## src/rtl/decode_stage_if.sv

```systemverilog
// decode_stage_if -- fetch-side and execute-side handshake bundle for the
// LEGv8 decode stage.
//   in_valid/in_ready/in_instr : instruction word offered by fetch
//   out_valid/out_ready        : decoded bundle offered to execute
//   out_*                      : registered datapath controls and fields
// Modports: slave = decode stage view, master = fetch/execute (bench) view.
interface decode_stage_if #(
  parameter int DATA_W = 64
);
  logic              in_valid;
  logic              in_ready;
  logic [31:0]       in_instr;
  logic              out_valid;
  logic              out_ready;
  logic              out_reg2loc;
  logic              out_uncondbranch;
  logic              out_branch;
  logic              out_memread;
  logic              out_memtoreg;
  logic              out_memwrite;
  logic              out_alusrc;
  logic              out_regwrite;
  logic [3:0]        out_alu_ctrl;
  logic [4:0]        out_rn;
  logic [4:0]        out_rm;
  logic [4:0]        out_rd;
  logic [DATA_W-1:0] out_imm;
  logic              out_illegal;

  modport slave (
    input  in_valid, in_instr, out_ready,
    output in_ready, out_valid,
    output out_reg2loc, out_uncondbranch, out_branch, out_memread,
    output out_memtoreg, out_memwrite, out_alusrc, out_regwrite,
    output out_alu_ctrl, out_rn, out_rm, out_rd, out_imm, out_illegal
  );

  modport master (
    output in_valid, in_instr, out_ready,
    input  in_ready, out_valid,
    input  out_reg2loc, out_uncondbranch, out_branch, out_memread,
    input  out_memtoreg, out_memwrite, out_alusrc, out_regwrite,
    input  out_alu_ctrl, out_rn, out_rm, out_rd, out_imm, out_illegal
  );
endinterface

```

## src/rtl/decode_stage.sv

```systemverilog
// decode_stage -- one-cycle LEGv8 instruction decode with valid/ready
// handshakes on both sides and load-use bubble insertion.
//   clk       : sole clock, rising edge
//   rst_n     : asynchronous active-low reset
//   flush     : synchronous flush, drops the output and the pending load tag
//   bus       : decode_stage_if.slave (fetch input, execute output)
//   stall_cnt : saturating count of inserted load-use bubbles
module decode_stage #(
  parameter int DATA_W    = 64,
  parameter int HAZARD_EN = 1
) (
  input  logic          clk,
  input  logic          rst_n,
  input  logic          flush,
  decode_stage_if.slave bus,
  output logic [15:0]   stall_cnt
);

  // Control vector bit positions
  localparam int C_REG2LOC = 7;
  localparam int C_UNCOND  = 6;
  localparam int C_BRANCH  = 5;
  localparam int C_MEMREAD = 4;
  localparam int C_MEMTOREG= 3;
  localparam int C_MEMWRITE= 2;
  localparam int C_ALUSRC  = 1;
  localparam int C_REGWRITE= 0;

  logic [31:0] instr;
  assign instr = bus.in_instr;

  // ---------------- combinational decode ----------------
  logic [7:0]  ctrl_next;
  logic [3:0]  alu_next;
  logic [4:0]  rd_next;
  logic [63:0] imm64;
  logic        illegal_next;
  logic        uses_rn, uses_rm, uses_rt, is_ldur;

  always_comb begin
    ctrl_next    = '0;
    alu_next     = 4'b0000;
    rd_next      = instr[4:0];
    imm64        = '0;
    illegal_next = 1'b0;
    uses_rn      = 1'b0;
    uses_rm      = 1'b0;
    uses_rt      = 1'b0;
    is_ldur      = 1'b0;

    if (instr[31:26] == 6'b000101 || instr[31:26] == 6'b100101) begin
      // B / BL
      ctrl_next[C_UNCOND] = 1'b1;
      imm64 = {{38{instr[25]}}, instr[25:0]};
      if (instr[31]) begin
        rd_next               = 5'd30;
        ctrl_next[C_REGWRITE] = 1'b1;
      end
    end else if (instr[31:24] == 8'b10110100 || instr[31:24] == 8'b10110101) begin
      // CBZ / CBNZ
      ctrl_next[C_REG2LOC] = 1'b1;
      ctrl_next[C_BRANCH]  = 1'b1;
      alu_next = instr[24] ? 4'b0001 : 4'b0111;
      imm64    = {{45{instr[23]}}, instr[23:5]};
      uses_rn  = 1'b1;
      uses_rt  = 1'b1;
    end else if (instr[31:22] == 10'b1001000100 || instr[31:22] == 10'b1101000100 ||
                 instr[31:22] == 10'b1001001000 || instr[31:22] == 10'b1011001000 ||
                 instr[31:22] == 10'b1101001000) begin
      // I-type arithmetic / logic
      ctrl_next[C_ALUSRC]   = 1'b1;
      ctrl_next[C_REGWRITE] = 1'b1;
      imm64   = {52'd0, instr[21:10]};
      uses_rn = 1'b1;
      case (instr[31:22])
        10'b1001000100: alu_next = 4'b0010;
        10'b1101000100: alu_next = 4'b1010;
        10'b1001001000: alu_next = 4'b0110;
        10'b1011001000: alu_next = 4'b0100;
        default:        alu_next = 4'b1001;
      endcase
    end else if (instr[31:23] == 9'b110100101) begin
      // MOVZ: a 32-bit datapath cannot hold shifts of 32 or 48
      if (DATA_W == 32 && instr[22]) begin
        illegal_next = 1'b1;
      end else begin
        ctrl_next[C_ALUSRC]   = 1'b1;
        ctrl_next[C_REGWRITE] = 1'b1;
        alu_next = 4'b1101;
        imm64    = {48'd0, instr[20:5]} << {instr[22:21], 4'b0000};
      end
    end else if (instr[31:21] == 11'b10001011000 || instr[31:21] == 11'b11001011000 ||
                 instr[31:21] == 11'b10001010000 || instr[31:21] == 11'b10101010000 ||
                 instr[31:21] == 11'b11001010000) begin
      // R-type
      ctrl_next[C_REGWRITE] = 1'b1;
      uses_rn = 1'b1;
      uses_rm = 1'b1;
      case (instr[31:21])
        11'b10001011000: alu_next = 4'b0010;
        11'b11001011000: alu_next = 4'b1010;
        11'b10001010000: alu_next = 4'b0110;
        11'b10101010000: alu_next = 4'b0100;
        default:         alu_next = 4'b1001;
      endcase
    end else if (instr[31:21] == 11'b11111000010) begin
      // LDUR
      ctrl_next[C_MEMREAD]  = 1'b1;
      ctrl_next[C_MEMTOREG] = 1'b1;
      ctrl_next[C_ALUSRC]   = 1'b1;
      ctrl_next[C_REGWRITE] = 1'b1;
      alu_next = 4'b0010;
      imm64    = {{55{instr[20]}}, instr[20:12]};
      uses_rn  = 1'b1;
      is_ldur  = 1'b1;
    end else if (instr[31:21] == 11'b11111000000) begin
      // STUR
      ctrl_next[C_REG2LOC]  = 1'b1;
      ctrl_next[C_MEMWRITE] = 1'b1;
      ctrl_next[C_ALUSRC]   = 1'b1;
      alu_next = 4'b0010;
      imm64    = {{55{instr[20]}}, instr[20:12]};
      uses_rn  = 1'b1;
      uses_rt  = 1'b1;
    end else begin
      illegal_next = 1'b1;
    end
  end

  // ---------------- handshake and hazard ----------------
  logic        out_valid_reg;
  logic        ld_tag_v_reg;
  logic [4:0]  ld_tag_reg;
  logic [15:0] stall_cnt_reg;
  logic        adv, hazard, in_ready, transfer;

  // ld_tag_v is never set for X31, so a source field of 31 cannot match.
  assign hazard = (HAZARD_EN != 0) && ld_tag_v_reg && bus.in_valid &&
                  ((uses_rn && instr[9:5]   == ld_tag_reg) ||
                   (uses_rm && instr[20:16] == ld_tag_reg) ||
                   (uses_rt && instr[4:0]   == ld_tag_reg));

  assign adv      = !out_valid_reg || bus.out_ready;
  assign in_ready = rst_n && adv && !flush && !hazard;
  assign transfer = bus.in_valid && in_ready;

  // ---------------- output register ----------------
  logic [7:0]        ctrl_reg;
  logic [3:0]        alu_reg;
  logic [4:0]        rn_reg, rm_reg, rd_reg;
  logic [DATA_W-1:0] imm_reg;
  logic              illegal_reg;

  always_ff @(posedge clk or negedge rst_n) begin
    if (!rst_n) begin
      out_valid_reg <= 1'b0;
      ld_tag_v_reg  <= 1'b0;
      ld_tag_reg    <= 5'd0;
      stall_cnt_reg <= 16'd0;
      ctrl_reg      <= '0;
      alu_reg       <= 4'd0;
      rn_reg        <= 5'd0;
      rm_reg        <= 5'd0;
      rd_reg        <= 5'd0;
      imm_reg       <= '0;
      illegal_reg   <= 1'b0;
    end else if (flush) begin
      out_valid_reg <= 1'b0;
      ld_tag_v_reg  <= 1'b0;
    end else if (adv) begin
      if (transfer) begin
        out_valid_reg <= 1'b1;
        ctrl_reg      <= ctrl_next;
        alu_reg       <= alu_next;
        rn_reg        <= instr[9:5];
        rm_reg        <= instr[20:16];
        rd_reg        <= rd_next;
        imm_reg       <= imm64[DATA_W-1:0];
        illegal_reg   <= illegal_next;
        ld_tag_reg    <= instr[4:0];
        ld_tag_v_reg  <= is_ldur && (instr[4:0] != 5'd31);
      end else begin
        // Empty slot or load-use bubble
        out_valid_reg <= 1'b0;
        ld_tag_v_reg  <= 1'b0;
        if (hazard && stall_cnt_reg != 16'hFFFF)
          stall_cnt_reg <= stall_cnt_reg + 16'd1;
      end
    end
  end

  assign bus.in_ready         = in_ready;
  assign bus.out_valid        = out_valid_reg;
  assign bus.out_reg2loc      = ctrl_reg[C_REG2LOC];
  assign bus.out_uncondbranch = ctrl_reg[C_UNCOND];
  assign bus.out_branch       = ctrl_reg[C_BRANCH];
  assign bus.out_memread      = ctrl_reg[C_MEMREAD];
  assign bus.out_memtoreg     = ctrl_reg[C_MEMTOREG];
  assign bus.out_memwrite     = ctrl_reg[C_MEMWRITE];
  assign bus.out_alusrc       = ctrl_reg[C_ALUSRC];
  assign bus.out_regwrite     = ctrl_reg[C_REGWRITE];
  assign bus.out_alu_ctrl     = alu_reg;
  assign bus.out_rn           = rn_reg;
  assign bus.out_rm           = rm_reg;
  assign bus.out_rd           = rd_reg;
  assign bus.out_imm          = imm_reg;
  assign bus.out_illegal      = illegal_reg;
  assign stall_cnt            = stall_cnt_reg;

endmodule

```

## src/flat_wrapper.sv

```systemverilog
// flat-port wrapper written by rule: the top's interface ports become plain ports
module decode_stage_flat 
#(
  parameter int DATA_W    = 64,
  parameter int HAZARD_EN = 1
)
  (clk, rst_n, flush, stall_cnt, bus_in_valid, bus_in_instr, bus_out_ready, bus_in_ready, bus_out_valid, bus_out_reg2loc, bus_out_uncondbranch, bus_out_branch, bus_out_memread, bus_out_memtoreg, bus_out_memwrite, bus_out_alusrc, bus_out_regwrite, bus_out_alu_ctrl, bus_out_rn, bus_out_rm, bus_out_rd, bus_out_imm, bus_out_illegal);
  decode_stage_if #(.DATA_W(DATA_W)) bus_i ();
  input  logic clk;
  input  logic rst_n;
  input  logic flush;
  output logic [15:0] stall_cnt;
  input wire logic [$bits(bus_i.in_valid)-1:0] bus_in_valid;
  input wire logic [$bits(bus_i.in_instr)-1:0] bus_in_instr;
  input wire logic [$bits(bus_i.out_ready)-1:0] bus_out_ready;
  output wire logic [$bits(bus_i.in_ready)-1:0] bus_in_ready;
  output wire logic [$bits(bus_i.out_valid)-1:0] bus_out_valid;
  output wire logic [$bits(bus_i.out_reg2loc)-1:0] bus_out_reg2loc;
  output wire logic [$bits(bus_i.out_uncondbranch)-1:0] bus_out_uncondbranch;
  output wire logic [$bits(bus_i.out_branch)-1:0] bus_out_branch;
  output wire logic [$bits(bus_i.out_memread)-1:0] bus_out_memread;
  output wire logic [$bits(bus_i.out_memtoreg)-1:0] bus_out_memtoreg;
  output wire logic [$bits(bus_i.out_memwrite)-1:0] bus_out_memwrite;
  output wire logic [$bits(bus_i.out_alusrc)-1:0] bus_out_alusrc;
  output wire logic [$bits(bus_i.out_regwrite)-1:0] bus_out_regwrite;
  output wire logic [$bits(bus_i.out_alu_ctrl)-1:0] bus_out_alu_ctrl;
  output wire logic [$bits(bus_i.out_rn)-1:0] bus_out_rn;
  output wire logic [$bits(bus_i.out_rm)-1:0] bus_out_rm;
  output wire logic [$bits(bus_i.out_rd)-1:0] bus_out_rd;
  output wire logic [$bits(bus_i.out_imm)-1:0] bus_out_imm;
  output wire logic [$bits(bus_i.out_illegal)-1:0] bus_out_illegal;
  assign bus_i.in_valid = bus_in_valid;
  assign bus_i.in_instr = bus_in_instr;
  assign bus_i.out_ready = bus_out_ready;
  assign bus_in_ready = bus_i.in_ready;
  assign bus_out_valid = bus_i.out_valid;
  assign bus_out_reg2loc = bus_i.out_reg2loc;
  assign bus_out_uncondbranch = bus_i.out_uncondbranch;
  assign bus_out_branch = bus_i.out_branch;
  assign bus_out_memread = bus_i.out_memread;
  assign bus_out_memtoreg = bus_i.out_memtoreg;
  assign bus_out_memwrite = bus_i.out_memwrite;
  assign bus_out_alusrc = bus_i.out_alusrc;
  assign bus_out_regwrite = bus_i.out_regwrite;
  assign bus_out_alu_ctrl = bus_i.out_alu_ctrl;
  assign bus_out_rn = bus_i.out_rn;
  assign bus_out_rm = bus_i.out_rm;
  assign bus_out_rd = bus_i.out_rd;
  assign bus_out_imm = bus_i.out_imm;
  assign bus_out_illegal = bus_i.out_illegal;
  decode_stage #(.DATA_W(DATA_W), .HAZARD_EN(HAZARD_EN)) u_core (.clk(clk), .rst_n(rst_n), .flush(flush), .bus(bus_i), .stall_cnt(stall_cnt));
endmodule
```

## config.mk

```make
export PLATFORM = sky130hd
export DESIGN_NAME = decode_stage_flat
export DESIGN_NICKNAME = d
export VERILOG_FILES = /design/src/rtl/decode_stage_if.sv /design/src/rtl/decode_stage.sv /design/src/flat_wrapper.sv
export SDC_FILE = /design/constraint.sdc
export NUM_CORES = 1
export LEC_CHECK = 0
export CAP_MARGIN = 20
export CORE_UTILIZATION = 50
export DETAILED_ROUTE_END_ITERATION = 7
export GPL_ROUTABILITY_DRIVEN = 0
export PLACE_DENSITY = 0.8
export SYNTH_ARGS = -nofsm -noshare
export SYNTH_HDL_FRONTEND = slang
export SYNTH_SLANG_ARGS = --single-unit
```

## constraint.sdc

```tcl
create_clock -name clk -period 3.1 [get_ports clk]
set_clock_uncertainty 0.2 [all_clocks]
set_input_delay 0.465 -clock clk [delete_from_list [all_inputs] [get_ports clk]]
set_output_delay 0.465 -clock clk [all_outputs]
set_load 0.02 [all_outputs]
```

Word level (Yosys, flattened, before mapping)
Index checks and enable logic that the tools add are counted. W data, S select, Z words.

Input bits: 37. Word-level logic and storage cells: 139. Flip-flop bits (word level): 115. Output and inout port bits: 110.

Equality and inequality tests: 22. Bitwise gates (word level): 2. Mux-type cells: 72. $add $sub $neg: 1. Reductions and logical operators: 30. Shift-type cells: 1.

Operator list (count): $mux W64 (7); $eq A11 B11 Y1 const B (7); $shl A16 B6 Y64 (1); $eq A10 B10 Y1 const B (5); $mux W1 (44); $pmux W4 S4 (2); $mux W4 (7); $mux W5 (4); $add A16 B1 Y16 const B (1); $eq A8 B8 Y1 const B (2); $ne A16 B16 Y1 const B (1); $eq A5 B5 Y1 (3); $logic_or A1 B1 Y1 (13); $logic_and A1 B1 Y1 (11); $mux W2 (5); $eq A9 B9 Y1 const B (1); $mux W3 (3); $eq A6 B3 Y1 const B (1); $eq A6 B6 Y1 const B (1); $ne A5 B5 Y1 const B (1); $reduce_and A4 Y1 (1); $logic_not A1 Y1 (3); $reduce_and A3 Y1 (1); $not A1 Y1 (2); $reduce_bool A2 Y1 (1).

Logic depth before layout (Yosys ltp)
Depth after elaboration: 20. Depth in mapped cells: 10. Mapped depth without buffers: 6.

Worst setup path before layout
OpenSTA, ideal clock, no wires.

Path kind: in2out. Start point: input port bus_in_instr[21]. End point: output port bus_in_ready. Stages: 8. Arrival: 2220 ps. Path buffers: 2. Data required time: 2435 ps. Setup slack: 215 ps. Cell sequence: buf_2 -> and4bb_1 -> nand3b_2 -> a21oi_2 -> o32ai_4 -> clkbuf_1 -> nand2_1 -> a31oi_1.

Cells in the longest elaborated chain, start to end: 16. Elaborated cells between the ends (all ways): 37. Those cells by class: eq/ne (7); mux (18); reduce/logical (12).

RTL lines: start: declaration (RTL line flat_wrapper.sv:14) `input wire logic [$bits(bus_i.in_instr)-1:0] bus_in_instr;`; $eq A11 B11 Y1 (RTL line decode_stage.sv:92) `end else if (instr[31:21] == 11'b10001011000 || instr[31:21] == 11'b11001011000 ||`; $logic_or A1 B1 Y1 (2 in series) (RTL line decode_stage.sv:92); $logic_or A1 B1 Y1 (2 in series) (RTL line decode_stage.sv:93) `instr[31:21] == 11'b10001010000 || instr[31:21] == 11'b10101010000 ||`; $mux W1 (RTL line decode_stage.sv:92); $mux W1 (RTL line decode_stage.sv:82) `end else if (instr[31:23] == 9'b110100101) begin`; $mux W1 (RTL line decode_stage.sv:67) `end else if (instr[31:22] == 10'b1001000100 || instr[31:22] == 10'b1101000100 ||`; $mux W1 (RTL line decode_stage.sv:59) `end else if (instr[31:24] == 8'b10110100 || instr[31:24] == 8'b10110101) begin`; $mux W1 (RTL line decode_stage.sv:51) `if (instr[31:26] == 6'b000101 || instr[31:26] == 6'b100101) begin`; $logic_and A1 B1 Y1, on equally long branches (RTL line decode_stage.sv:139, decode_stage.sv:140); $logic_or A1 B1 Y1 (RTL line decode_stage.sv:139) `((uses_rn && instr[9:5] == ld_tag_reg) ||`; $logic_or A1 B1 Y1 * (RTL line decode_stage.sv:140) `(uses_rm && instr[20:16] == ld_tag_reg) ||`; $logic_and A1 B1 Y1 * (RTL line decode_stage.sv:138) `assign hazard = (HAZARD_EN != 0) && ld_tag_v_reg && bus.in_valid &&`; $logic_not A1 Y1 * (RTL line decode_stage.sv:144) `assign in_ready = rst_n && adv && !flush && !hazard;`; $logic_and A1 B1 Y1 * (RTL line decode_stage.sv:144); end: declaration (RTL line flat_wrapper.sv:16) `output wire logic [$bits(bus_i.in_ready)-1:0] bus_in_ready;`.

Every way passes the cells marked *; elsewhere a longest branch is shown, timed or not.

Worst setup path after layout
Start point: input port bus_in_instr[24]. End point: output port bus_in_ready.

Same word-level chain as after synthesis.

==> reports/metrics.cfg <==
[logic_synthesis]
synth_area_leader_cell = dfrtp_1
synth-edff-count = 0
synth_area_um2 = 6090
synthFlopType = dfrtp_1
avgSynthCellArea_um2 = 10.8
syn_nets = 604
synth-async-reset-ratio = 1.00
postSynthCellCount = 566
yosysUniqueCellTypes = 59
synthTopCellsByArea = dfrtp_1 (47%), mux2_1 (9.2%), mux2i_1 (7.7%), a21oi_1 (4.0%), inv_1 (3.3%)
ys_ff_latch = 114
ys_warn_count = 0
synth_seq_area_share = 0.468
synth_top_area_frac = 0.468

[grt]
grt_pass1_vias = 5582
grt_usage = 0.316
antenna_found_initial = 0
grt_overflow_total = 0
grt_max_degree = 73
grt_pass1_wl_um = 30300

[worst_setup_path]
critical_path_class = input port to output pin
arrival_ns = 2.41
critPathCaptureType = output pin
cp-start-kind = input port
crit_path_max_fanout = 5
crit_required_ns = 2.43

[placed_design]
dpl_cell_area_um2 = 8000
dp_cells = 875
dpl_worst_slack_ns = -0.359
place_hpwl_um = 13300
io_buffer_count = 146

[layout]
layout.cells.non_filler = 911
fin_nets = 796
largest_reg_flops = 64
area_growth_pct = 42.4
final_area_um2 = 8680
utilization = 0.744
diodes = 0
seq_area_um2 = 2850
drive_gt1_frac = 0.150
nFillCells = 774
multi_input_area_um2 = 2820

[floorplan]
start_util = 0.523
core_area_um2 = 11700
die_area_um2 = 12600
rows = 39
die_w_um = 112
pin_count = 147
dieHeight_um = 112

[detailed_routing]
via_count = 5544
drtIter0Drc = 775
routed_wl_um = 19200
detail-route-antenna-nets = 0
vias_per_cell = 6.09
wire_per_inst_um = 21.0
drtPass1Iterations = 8
drcViolationCount = 6

[sta]
maxSlewViolCount = 0
max_freq_mhz = 325
finalSetupTns_ns = 0
period_minus_slack_ns = 3.07
whs_ns = 0.278
post-route-period-util = 0.991
layout_setup_ws_ns = 0.0270
setup_violations = 0
worst_pin_slew_ns = 0.906
slew_headroom = 0.396
finalHoldViolCount = 0

[clocking]
cts-root-buf = clkbuf_16
clock_latency_ns = 0.41
clockBufferDepth = 2
htreeDepth = 4
clock-sinks = 114
cts.reportedPaths.clkPinSlew_ns = 0.05
cts_tree = done
cts_buffers = 17

[power]
p_leak_nw = 4.14
ir_drop_mv = 0.347
power_mw = 4.25
power_density_nw_per_um2 = 489

[job]
maxCapViolations = 0

[hold_path]
hold_path.class = flip-flop to flip-flop

[run_status]
status = complete, but fails checks
violations = DRC

[power by group]
part           switching [mW]  leakage (nW)  internal (mW)
Sequential             0.0805          1.54           1.58
Combinational           0.368          2.33          0.330
Clock                   0.642         0.278           1.25
[timing repair]
action                                 CTS  global route
resized for setup                        6            10
setup endpoints to repair                2            31
pin swaps                                0             5
gates cloned                             0             1
endpoints found under the hold margin   42             0
setup buffers                            0             5
hold buffers                             1             0
[logic make-up (layout without fill, tap and decap cells)]
group	count (synthesis)	in the layout	share of synthesized area
AO/OA/AOI/OAI	107	107	0.123
flip-flops	114	114	0.468
XOR/XNOR	31	31	0.0445
multiplexers	97	97	0.170
buffers and inverters	97	299	0.0766
adder cells (fa/ha/maj)	1	1	0.00205
AND/OR/NAND/NOR	119	119	0.116
[per-layer routing]
layer / track usage / vias up / wire length, um
met5: 0 / - / 0
met4: 0.164 / 0 / 747
met3: 0.0675 / 82 / 1880
met2: 0.496 / 386 / 8920
met1: 0.416 / 2683 / 7620
li1: - / 2393 / -
[synth_stat cells (7+ instances only)]
cell,n
xor2_1,22
mux2i_1,47
xnor2_1,9
nor2_1,12
a21oi_1,49
dfrtp_1,114
inv_1,53
clkbuf_1,18
nand2_1,34
a211oi_1,13
nand3_1,21
nor3_1,7
mux2_1,50
a221o_1,12
buf_2,7
[placed cells by master, fill, tap and decap left out, types with 4 or more instances in the layout]
cell type          n
nor3_1             6
clkbuf_16         18
a221oi_1           5
a21oi_1           48
nor2_1            12
a211oi_1          13
o21ai_0            4
mux2_1            50
buf_4             67
a222oi_1           6
inv_1             53
clkbuf_8           4
mux2i_1           47
nand2_1           34
a221o_1           12
xnor2_1            9
and3_1             4
nand2b_1           4
clkdlybuf4s50_1  139
nor2b_1            5
xor2_1            22
dfrtp_1          114
dlymetal6s2s_1     5
nand3_1           21
[worst paths after layout]
check,cells after the start,slack (ns),to,startpoint
max reg2reg,9,0.17,u_core.bus.out_imm[9],u_core.ld_tag_reg[4]
min in group asynchronous,3,0.62,u_core.ld_tag_reg[4],rst_n
max in group asynchronous,4,0.77,u_core.bus.out_rn[1],rst_n
min,1,0.28,u_core.stall_cnt[14],u_core.stall_cnt[14]
min reg2reg,1,0.28,u_core.stall_cnt[14],u_core.stall_cnt[14]
max,9,0.03,bus_in_ready,bus_in_instr[24]
[area by class of cell]
cell class	instances	area share
Clock inverter	5	0.00894
Tap cell	143	0.0206
Inverter	53	0.0229
Multi-Input combinational cell	355	0.324
Clock buffer	24	0.0567
Timing Repair Buffer	217	0.238
Sequential cell	114	0.329
[critical path, stage by stage]
cell and delay (ns):
clkdlybuf4s50_1 0.57, o21ai_1 0.09, nand4b_1 0.22, buf_4 0.16, inv_1 0.07, o32ai_4 0.33, nand2_1 0.11, a31oi_2 0.22
buf_4 0.17
Note: power is estimated with default switching activity, not from simulation.
